==> config.mk <==
export PLATFORM = sky130hd
export DESIGN_NAME = ieeedrv_sd_arb
export DESIGN_NICKNAME = d
export VERILOG_FILES = /design/src/rtl/ieeedrv_pkg.sv /design/src/rtl/ieeedrv_rr_pick.sv /design/src/rtl/ieeedrv_sd_arb.sv
export SDC_FILE = /design/constraint.sdc
export NUM_CORES = 1
export LEC_CHECK = 0
export CAP_MARGIN = 10
export CORE_ASPECT_RATIO = 1.5
export CORE_MARGIN = 2
export CORE_UTILIZATION = 44
export CTS_BUF_LIST = sky130_fd_sc_hd__clkbuf_2 sky130_fd_sc_hd__clkbuf_4 sky130_fd_sc_hd__clkbuf_8
export CTS_CLUSTER_DIAMETER = 30
export DETAILED_ROUTE_END_ITERATION = 8
export GPL_TIMING_DRIVEN = 0
export PLACE_DENSITY_LB_ADDON = 0.12
export SLEW_MARGIN = 25
export SYNTH_ARGS = -nofsm -noshare
export SYNTH_HDL_FRONTEND = slang
export SYNTH_SLANG_ARGS = --single-unit
==> constraint.sdc <==
create_clock -name clk_sys -period 2.8 [get_ports clk_sys]
set_clock_uncertainty 0.05 [all_clocks]
set_input_delay 0.56 -clock clk_sys [delete_from_list [all_inputs] [get_ports clk_sys]]
set_output_delay 0.56 -clock clk_sys [all_outputs]
set_load 0.01 [all_outputs]
==> src/rtl/ieeedrv_pkg.sv <==
// Shared ieeedrv definitions: SD arbiter state type and requester/grant sizing.
package ieeedrv_pkg;

  localparam int IEEEDRV_MAX_REQ = 8;
  localparam int IEEEDRV_GRANT_W = 3;

  typedef enum logic [1:0] {
    SDARB_IDLE = 2'd0,
    SDARB_REQ  = 2'd1,
    SDARB_XFER = 2'd2,
    SDARB_DONE = 2'd3
  } st_sdarb_state;

endpackage

==> src/rtl/ieeedrv_rr_pick.sv <==
// Combinational round-robin picker: first pending index strictly after last_i, wrapping.
module ieeedrv_rr_pick
  import ieeedrv_pkg::*;
#(
  parameter int NREQ = 2
) (
  input  logic [NREQ-1:0]            pending_i,
  input  logic [IEEEDRV_GRANT_W-1:0] last_i,
  output logic                       valid_o,
  output logic [IEEEDRV_GRANT_W-1:0] idx_o
);

  // Walk distances from far to near so the nearest pending index is written last.
  always_comb begin
    valid_o = 1'b0;
    idx_o   = '0;
    for (int k = NREQ; k >= 1; k--) begin
      for (int j = 0; j < NREQ; j++) begin
        if ((j == (int'(last_i) + k) % NREQ) && pending_i[j]) begin
          valid_o = 1'b1;
          idx_o   = IEEEDRV_GRANT_W'(j);
        end
      end
    end
  end

endmodule

==> src/rtl/ieeedrv_sd_arb.sv <==
// Round-robin arbiter sharing the single SD block-device host port among NREQ sub-drive requesters.
module ieeedrv_sd_arb
  import ieeedrv_pkg::*;
#(
  parameter int NREQ  = 2,
  parameter int TMO_W = 24
) (
  input  logic                       clk_sys,
  input  logic                       reset,
  input  logic [31:0]                req_lba      [NREQ],
  input  logic [5:0]                 req_blk_cnt  [NREQ],
  input  logic [NREQ-1:0]            req_rd,
  input  logic [NREQ-1:0]            req_wr,
  output logic [NREQ-1:0]            req_ack,
  input  logic [7:0]                 req_buff_din [NREQ],
  output logic [NREQ-1:0]            req_buff_wr,
  output logic [31:0]                sd_lba,
  output logic [5:0]                 sd_blk_cnt,
  output logic                       sd_rd,
  output logic                       sd_wr,
  input  logic                       sd_ack,
  input  logic                       sd_buff_wr,
  output logic [7:0]                 sd_buff_din,
  output logic                       busy,
  output logic [IEEEDRV_GRANT_W-1:0] grant,
  output logic                       timeout
);

  localparam int GW = IEEEDRV_GRANT_W;
  localparam logic [GW-1:0] LAST_RST = GW'(NREQ - 1);

  st_sdarb_state     state_q, state_d;
  logic [GW-1:0]     grant_q, grant_d;
  logic [GW-1:0]     last_q, last_d;
  logic [31:0]       lba_q, lba_d;
  logic [5:0]        blk_q, blk_d;
  logic              rd_q, rd_d;
  logic              wr_q, wr_d;
  logic              tmo_q, tmo_d;
  logic [TMO_W-1:0]  wdog_q, wdog_d;

  logic [NREQ-1:0]   pending;
  logic              pick_valid;
  logic [GW-1:0]     pick_idx;
  logic [31:0]       lba_sel;
  logic [5:0]        blk_sel;
  logic              rd_sel;
  logic              active;

  assign pending = req_rd | req_wr;

  ieeedrv_rr_pick #(.NREQ(NREQ)) u_pick (
    .pending_i (pending),
    .last_i    (last_q),
    .valid_o   (pick_valid),
    .idx_o     (pick_idx)
  );

  always_comb begin
    lba_sel = '0;
    blk_sel = '0;
    rd_sel  = 1'b0;
    for (int i = 0; i < NREQ; i++) begin
      if (pick_idx == GW'(i)) begin
        lba_sel = req_lba[i];
        blk_sel = req_blk_cnt[i];
        rd_sel  = req_rd[i];
      end
    end
  end

  // Requests are sampled only at the IDLE pick; a withdrawn request still runs to completion.
  always_comb begin
    state_d = state_q;
    grant_d = grant_q;
    last_d  = last_q;
    lba_d   = lba_q;
    blk_d   = blk_q;
    rd_d    = rd_q;
    wr_d    = wr_q;
    wdog_d  = wdog_q;
    tmo_d   = 1'b0;
    case (state_q)
      SDARB_IDLE: begin
        if (pick_valid) begin
          state_d = SDARB_REQ;
          grant_d = pick_idx;
          lba_d   = lba_sel;
          blk_d   = blk_sel;
          rd_d    = rd_sel;
          wr_d    = !rd_sel;
          wdog_d  = '0;
        end
      end
      SDARB_REQ: begin
        if (sd_ack) begin
          state_d = SDARB_XFER;
          rd_d    = 1'b0;
          wr_d    = 1'b0;
          wdog_d  = '0;
        end else if (&wdog_q) begin
          state_d = SDARB_DONE;
          rd_d    = 1'b0;
          wr_d    = 1'b0;
          wdog_d  = '0;
          tmo_d   = 1'b1;
        end else begin
          wdog_d  = wdog_q + 1'b1;
        end
      end
      SDARB_XFER: begin
        if (!sd_ack) state_d = SDARB_DONE;
      end
      SDARB_DONE: begin
        last_d  = grant_q;
        state_d = SDARB_IDLE;
      end
      default: state_d = SDARB_IDLE;
    endcase
  end

  always_ff @(posedge clk_sys or posedge reset) begin
    if (reset) begin
      state_q <= SDARB_IDLE;
      grant_q <= '0;
      last_q  <= LAST_RST;
      lba_q   <= '0;
      blk_q   <= '0;
      rd_q    <= 1'b0;
      wr_q    <= 1'b0;
      tmo_q   <= 1'b0;
      wdog_q  <= '0;
    end else begin
      state_q <= state_d;
      grant_q <= grant_d;
      last_q  <= last_d;
      lba_q   <= lba_d;
      blk_q   <= blk_d;
      rd_q    <= rd_d;
      wr_q    <= wr_d;
      tmo_q   <= tmo_d;
      wdog_q  <= wdog_d;
    end
  end

  // Host-side ack/strobe routing back to the granted requester is combinational.
  assign active = (state_q == SDARB_REQ) || (state_q == SDARB_XFER);

  always_comb begin
    req_ack     = '0;
    req_buff_wr = '0;
    sd_buff_din = '0;
    for (int i = 0; i < NREQ; i++) begin
      if (grant_q == GW'(i)) begin
        req_ack[i]     = sd_ack & active;
        req_buff_wr[i] = sd_buff_wr & (state_q == SDARB_XFER);
        if (active) sd_buff_din = req_buff_din[i];
      end
    end
  end

  assign sd_lba     = lba_q;
  assign sd_blk_cnt = blk_q;
  assign sd_rd      = rd_q;
  assign sd_wr      = wr_q;
  assign busy       = (state_q != SDARB_IDLE);
  assign grant      = grant_q;
  assign timeout    = tmo_q;

endmodule

==> results.yml <==
synth:
  synth_top_cells_by_count: "68 x sky130_fd_sc_hd__dfrtp_1, 59 x sky130_fd_sc_hd__nand2_1, 46 x sky130_fd_sc_hd__mux2i_1, 31 x sky130_fd_sc_hd__o21ai_0, 29 x sky130_fd_sc_hd__nor2_1"
  syn_avg_cell_area_sq_um: 9.66
  post-synth-top-count-cell: "sky130_fd_sc_hd__dfrtp_1"
  synth-async-reset-ratio: 1.00
  dominantRegCellSynth: "sky130_fd_sc_hd__dfrtp_1"
  most_area_hungry_cell_type_in_the_yosys_netlist: "sky130_fd_sc_hd__dfrtp_1"
  ys.warnings.count: 0
  netlist_instances: 385
  main_area_contributors_after_synthesis: "sky130_fd_sc_hd__dfrtp_1 46%, sky130_fd_sc_hd__mux2i_1 12%, sky130_fd_sc_hd__nand2_1 6.0%, sky130_fd_sc_hd__o21ai_0 4.2%, sky130_fd_sc_hd__o21ai_1 3.1%"
  post-synth-top-area-fraction: 0.458
  synth.lib_cells_used.distinct: 45
  post_synth_instance_area_sq_mm: 0.00372
  ys_seq_elements: 69
  sequential_fraction_of_the_synthesis_area: 0.465
  synth_enable_flop_cells: 0
placed_design:
  port_buffers: 154
  place_congestion: 0.833
  detailed_place_hpwl_mm: 7.87
  placement.cell_area_sq_mm: 0.00542
  placed_cells: 648
  pre_cts_ws_ps: 218
clock_network:
  cts-htree-levels: 3
  cts_buffers: 9
  clk_pin_slew_worst_paths_ps: 70
  clk-insertion-delay-late_ps: 350
  cts_tree: "done"
  ctsLongestPathBuffers: 2
  cts-hold-fix-buffers: 0
  cts_root_buf: "sky130_fd_sc_hd__clkbuf_8"
  tritoncts_num_sinks: 69
outcome:
  run_status: "complete, no violations"
setup_path:
  critPathMaxFanout: 10
  critPathBufInv: 3
  required_time_worst_endpoint_ps: 2190
  timing.setup.critical_path_class: "register to primary output"
  crit_path_cell_trace: "inv_1, ha_1, clkbuf_4, nor2b_1, clkdlybuf4s50_1"
  worst_path_max_delay_cell: "sky130_fd_sc_hd__clkdlybuf4s50_1"
  worst_ep_arrival_time_ps: 2070
  cp_top_family: "buffers and inverters"
  endpoint_kind: "primary output"
  critPathMaxStageDelay_ps: 550
  worstSetupStartpointType: "register"
pwr:
  power.leakage_nw: 2.43
  power_per_cell_area_mw_per_mm2: 864
  vdd_ir_drop_max_uv: 440
  power.total_mw: 4.85
sta:
  finalSetupViolations: 0
  hold_violations: 0
  maxSlewViolCount: 0
  timing.max_slew.rel_slack: 0.545
  rsz0062_at_grt: "false"
  finalSetupTns_ps: 0
  postLayoutSetupSlackWorst_ps: 117
  hold_slack_ps: 430
  post-route-period-util: 0.958
  max_clock_freq_mhz: 373
  worst_slew_pin_slew_ps: 683
  min_period_ps: 2680
detailed_routing:
  drcViolationCount: 0
  drtIter0Drc: 143
  detail_route.first_pass.iterations: 4
  avgRoutedWirePerCell_microns: 15.2
  ant_nets: 0
  routed_wirelength_mm: 10.1
  detailroute.via_count: 3433
  route.detailed.vias_per_inst: 5.17
die:
  die-height_microns: 117
  placeableCoreArea_sq_mm: 0.00831
  fp.dieArea_sq_mm: 0.00921
  floorplan.initialDensity: 0.447
  dieWidth_microns: 79.1
  num_io_pins: 157
  num_rows: 41
layout:
  area.growth.synth_to_final_pct: 50.9
  finalNonFillerCells: 664
  final_cell_area_sq_mm: 0.00561
  final_core_utilization: 0.675
  multi_input_comb_area_sq_mm: 0.00184
  final_nets: 658
  insertedDiodeCount: 0
  post_route_cells_drive_above_1_share: 0.0969
  fillCellCount: 722
  sequential_cell_area_sq_mm: 0.00173
grt:
  gr-total-overflow: 0
  largest_net_degree_at_the_start_of_global_routing: 38
  first_global_vias: 3490
  globalRouteTotalUtil: 0.229
  grt_antenna_before_repair: 0
  grt_first_pass_wirelength_mm: 16.3
job:
  max_cap_viol_count: 0
hold_path:
  worstHoldPathType: "register to register"
[flip-flops by register name, indices dropped and copies added (netlist names)]
| signal | count |
|---|---|
| grant | 1 |
| last_q | 1 |
| sd_blk_cnt | 6 |
| sd_lba | 32 |
| sd_rd | 1 |
| sd_wr | 1 |
| state_q | 2 |
| timeout | 1 |
| wdog_q | 24 |
[power breakdown]
group          total [mW]  internal, mW  switching (mW)
logic                2.58          1.31            1.27
registers            1.51          1.32           0.188
clock network       0.756         0.385           0.371
total                4.85          3.01            1.83
[path summary, 6_finish.rpt]
check	from	endpoint	slack [ps]	cells past startpoint
max	state_q[1]	sd_buff_din[2]	120	5
min	sd_lba[22]	sd_lba[22]	430	2
max reg2reg	state_q[1]	wdog_q[6]	540	7
min reg2reg	sd_lba[22]	sd_lba[22]	430	2
max in group asynchronous	reset	last_q[0]	1570	3
min in group asynchronous	reset	wdog_q[14]	520	2
[cell type report]
cell class                      instances  share of cell area
Inverter                                8             0.00580
Clock buffer                           14              0.0299
Buffer                                 22              0.0228
Multi-Input combinational cell        287               0.328
Tap cell                              107              0.0239
Timing Repair Buffer                  155               0.279
Sequential cell                        69               0.308
Clock inverter                          2             0.00223
[timing repair]
item | CTS | global route
buffers inserted | 0 | 0
setup endpoints to repair | 11 | 9
gates cloned | 0 | 0
resized for setup | 2 | 5
endpoints found under the hold margin | 0 | 0
[cell usage in the layout, fill, tap and decap left out, types with 3 or more instances in the layout]
master                            netlist  layout
sky130_fd_sc_hd__clkdlybuf4s50_1        0     153
sky130_fd_sc_hd__dfrtp_1               68      67
sky130_fd_sc_hd__nand2_1               59      59
sky130_fd_sc_hd__mux2i_1               46      46
sky130_fd_sc_hd__o21ai_0               31      31
sky130_fd_sc_hd__nor2_1                29      29
sky130_fd_sc_hd__o21ai_1               23      23
sky130_fd_sc_hd__nand3_1               17      17
sky130_fd_sc_hd__buf_2                 11      12
sky130_fd_sc_hd__nor2b_1               11      11
sky130_fd_sc_hd__xor2_1                11      11
sky130_fd_sc_hd__clkbuf_8               0      10
sky130_fd_sc_hd__nand4_1                9       9
sky130_fd_sc_hd__inv_1                  8       7
sky130_fd_sc_hd__ha_1                   6       6
sky130_fd_sc_hd__buf_4                  5       5
sky130_fd_sc_hd__a21oi_1                5       5
sky130_fd_sc_hd__clkbuf_4               0       5
sky130_fd_sc_hd__and3_1                 4       4
sky130_fd_sc_hd__nand2b_1               3       3
[worst min-delay path, delay by kind of cell, from the launching register on]
| kind | cells | cell delay, ps |
|---|---|---|
| AND/OR/NAND/NOR | 1 | 50 |
| AO/OA/AOI/OAI | 1 | 60 |
| flip-flops | 1 | 340 |
[layer usage]
| metal | vias to the layer above | global-route usage | share of wire |
|---|---|---|---|
| li1 | 1662 | - | - |
| met1 | 1635 | 0.242 | 0.37 |
| met2 | 114 | 0.410 | 0.54 |
| met3 | 22 | 0.0696 | 0.067 |
| met4 | 0 | 0.118 | 0.030 |
| met5 | - | 0 | 0 |
[logic make-up after synthesis]
| family | Yosys count | share of synthesized area |
|---|---|---|
| AOI/OAI and AO/OA | 76 | 0.130 |
| xor gates and xnor gates | 13 | 0.0306 |
| adders and majority gates | 6 | 0.0202 |
| buffers and inverters | 30 | 0.0411 |
| DFF | 69 | 0.465 |
| muxes | 47 | 0.127 |
| other | 1 | 0.00101 |
| and+or+nand+nor | 143 | 0.185 |
(Power assumes the default switching activity.)
